`config.mk`:
```
export PLATFORM = sky130hd
export DESIGN_NAME = down_counter_timer
export DESIGN_NICKNAME = d
export VERILOG_FILES = /design/src/rtl/down_counter_timer.sv
export SDC_FILE = /design/constraint.sdc
export NUM_CORES = 1
export LEC_CHECK = 0
export ABC_AREA = 0
export CAP_MARGIN = 25
export CORE_AREA = 2 2 39 41
export CTS_BUF_LIST = sky130_fd_sc_hd__clkbuf_8
export CTS_CLUSTER_DIAMETER = 30
export DETAILED_ROUTE_END_ITERATION = 10
export DIE_AREA = 0 0 41 43
export PLACE_DENSITY_LB_ADDON = 0.05
export SETUP_SLACK_MARGIN = 0.3
export SLEW_MARGIN = 10
export SYNTH_ARGS = -nofsm -noshare
export SYNTH_HDL_FRONTEND = slang
export SYNTH_SLANG_ARGS = --single-unit
```
`constraint.sdc`:
```
create_clock -name clk -period 3.5 [get_ports clk]
set_input_delay 0.35 -clock clk [delete_from_list [all_inputs] [get_ports clk]]
set_output_delay 0.35 -clock clk [all_outputs]
set_load 0.02 [all_outputs]
```
`src/rtl/down_counter_timer.sv`:
```
// rtl/down_counter_timer.sv - loadable down-counter with terminal-count pulse and auto-reload
module down_counter_timer #(
  parameter int WIDTH = 3
) (
  input  logic             clk,
  input  logic             reset,
  input  logic             load,
  input  logic [WIDTH-1:0] load_value,
  input  logic             enable,
  input  logic             auto_reload,
  output logic [WIDTH-1:0] S,
  output logic             busy,
  output logic             done,
  output logic             zero
);

  typedef enum logic {
    IDLE = 1'b0,
    RUN  = 1'b1
  } state_t;

  localparam logic [WIDTH-1:0] CNT_ZERO = '0;
  localparam logic [WIDTH-1:0] CNT_ONE  = {{(WIDTH-1){1'b0}}, 1'b1};

  state_t           state_q, state_d;
  logic [WIDTH-1:0] s_q, s_d;
  logic [WIDTH-1:0] reload_q, reload_d;
  logic             done_q, done_d;

  // State register: reset dominates every other action on the edge.
  always_ff @(posedge clk) begin
    if (reset) begin
      state_q  <= IDLE;
      s_q      <= CNT_ZERO;
      reload_q <= CNT_ZERO;
      done_q   <= 1'b0;
    end else begin
      state_q  <= state_d;
      s_q      <= s_d;
      reload_q <= reload_d;
      done_q   <= done_d;
    end
  end

  // Next state: load beats terminal count, terminal count beats plain decrement.
  always_comb begin
    state_d  = state_q;
    s_d      = s_q;
    reload_d = reload_q;
    done_d   = 1'b0;
    if (load) begin
      s_d      = load_value;
      reload_d = load_value;
      state_d  = (load_value != CNT_ZERO) ? RUN : IDLE;
    end else if (state_q == RUN && enable) begin
      if (s_q == CNT_ONE) begin
        done_d = 1'b1;
        if (auto_reload) begin
          s_d = reload_q;
        end else begin
          s_d     = CNT_ZERO;
          state_d = IDLE;
        end
      end else begin
        s_d = s_q - CNT_ONE;
      end
    end
  end

  // Outputs: count, busy and done come straight from flops; zero is decoded.
  always_comb begin
    S    = s_q;
    busy = (state_q == RUN);
    done = done_q;
    zero = (s_q == CNT_ZERO);
  end

endmodule

```
==> results.json <==
{
  "grt_max_degree": 13,
  "worst_pin_slew_ps": 416.7,
  "dp_hpwl_microns": 702,
  "die_w_microns": 41,
  "htree_levels": 1,
  "hold_buffers": 0,
  "fmax_ghz": 0.5206,
  "syn_inst": 48,
  "worstPathMaxFanout": 5,
  "avgRoutedWirePerCell_microns": 12.35,
  "synth_ff_type": "dfxtp_1",
  "holdCritPathClass": "reg -> reg",
  "avgSynthCellArea_sq_um": 9.123,
  "cts_tree": "built",
  "drv_slew": 0,
  "dieHeight_microns": 43,
  "synth_edf_count": 0,
  "start_kind": "register",
  "port-buffer-count": 13,
  "dr_total_vias": 387,
  "slew_headroom_pct": 72.13,
  "clkTransAtPathRegs_ps": 40,
  "cts_root_buf": "clkbuf_8",
  "clock_latency_ps": 230,
  "outcome": "completed",
  "postCtsResizedCells": 0,
  "grtUsageTotal_pct": 14.00,
  "grt_pass1_wl_microns": 1621,
  "postSynth.asyncResetShare_pct": 0,
  "grt_overflow": 0,
  "cts_buffers": 3,
  "cts_setup_buffers": 0,
  "gp_congestion": 0.7211,
  "ys_ff_latch": 8,
  "netlist_area_sq_um": 437.9,
  "final_util_pct": 44.12,
  "end_kind": "output port",
  "pin_count": 14,
  "cts_buffer_depth": 2,
  "min_period_ps": 1921,
  "drc": 0,
  "ys_warn_count": 0,
  "mostFrequentLayoutCells": "clkdlybuf4s50_1 (13), dfxtp_1 (8), a21oi_1 (6)",
  "rows": 14,
  "total_power_mw": 0.2646,
  "fillers": 143,
  "vdd_drop_max_mv": 0.2584,
  "setup_tns_ps": 0,
  "power_per_cell_area_nw_per_um2": 433.4,
  "drive_gt1_share_pct": 8.065,
  "worst-setup-path-type": "reg -> out",
  "required_ps": 3150,
  "syn_to_final_growth_pct": 39.43,
  "fin_nets": 75,
  "setup_violations": 0,
  "first_pass_iters": 4,
  "r2r_setup_slack_ps": 2090,
  "layout_commonest_cell": "clkdlybuf4s50_1",
  "whs_path_depth": 2,
  "cts_sinks": 8,
  "start_util_pct": 31.65,
  "wirelength_microns": 963,
  "reg2reg_depth": 5,
  "p_leak_nw": 0.2314,
  "dieArea_sq_um": 1763,
  "r2r-end": "S[1]",
  "finalCritPeriodShare_pct": 54.88,
  "vias_per_cell": 4.962,
  "antenna_found_initial": 0,
  "finClkSkew_ps": 3.467,
  "ant_nets": 0,
  "syn_nets": 59,
  "r2r-start": "S[0]",
  "cp.arrival_ps": 1570,
  "core_sq_um": 1384,
  "hold_viol_final": 0,
  "holdPathEnd": "reload_q[2]",
  "antenna_cells": 0,
  "ys_seq_area_share_pct": 36.57,
  "rsz0062_at_grt": "false",
  "grt_pass1_vias": 360,
  "drv_cap": 0,
  "synth_cell_types": 20,
  "hold_path_startpoint": "reload_q[2]",
  "drt-initial-drc-count": 6
}
-- metal layers --
| layer | share of wire, % | vias up | track usage [%] |
|---|---|---|---|
| met2 | 44 | 14 | 17.81 |
| met5 | 0 | - | 0 |
| li1 | - | 200 | - |
| met4 | 0 | 0 | 2.000 |
| met3 | 6.9 | 0 | 9.424 |
| met1 | 49 | 173 | 19.81 |
-- worst max-delay path, cell delays in order (launching register included) --
cell and delay, ps:
dfxtp_1 400, inv_1 90, ha_1 200, nor2b_1 120, clkdlybuf4s50_1 530
-- through the flow --
stage          setup WS (ps)  instance area [sq um]  cells  hold slack [ps]
3_3_place_gp            1696                  569.3     75            471.8
4_1_cts                 1562                  610.6     78            474.0
3_5_place_dp            1665                  569.3     75            468.4
2_1_floorplan           2025                  437.9     48            449.8
5_1_grt                 1482                  610.6     78            486.9
6_report                1579                  610.6     78            478.5
-- sequential cells by signal, indices dropped and copies added, names as in the netlist --
name,flops
S,3
busy,1
done,1
reload_q,3
-- cells by family (layout without fill, tap and decap cells) --
group | count (synthesis) | count (layout) | synth area share [%]
AND/OR/NAND/NOR | 19 | 19 | 25.43
AO/OA/AOI/OAI | 10 | 10 | 14.29
flip-flops | 8 | 8 | 36.57
multiplexers | 4 | 4 | 9.143
buffers and inverters | 4 | 18 | 5.999
adder cells (fa/ha/maj) | 3 | 3 | 8.572
-- cells in the mapped netlist, types with 2 or more instances --
library cell	instances	area share, %
nor2_1	5	4.3
nand2_1	5	4.3
a21oi_1	6	6.9
ha_1	3	8.6
dfxtp_1	8	37
mux2i_1	4	9.1
nand3b_1	2	3.4
inv_1	2	1.7
a222oi_1	2	4.6
-- cell type report --
type	instances	area [sq um]	area share (%)
multi-input cells	36	251.5	41.19
flip-flops and latches	8	160.2	26.23
repair buffers	13	130.1	21.31
clock buffers	3	41.29	6.762
well taps	16	20.02	3.279
inverters	2	7.507	1.230
-- worst max path at each step --
stage | startpoint | end
2_1_floorplan | S[1] | S[1]
3_3_place_gp | load | S[1]
3_5_place_dp | load | S[1]
4_1_cts | S[0] | zero
5_1_grt | S[0] | zero
6_report | S[0] | zero
-- power breakdown --
part / internal, mW / total [mW] / switching, mW
logic: 0.0268 / 0.0508 / 0.0240
clock network: 0.0746 / 0.112 / 0.0372
registers: 0.0967 / 0.102 / 0.00535
total: 0.198 / 0.265 / 0.0665
Note: power is estimated with default switching activity, not from simulation.
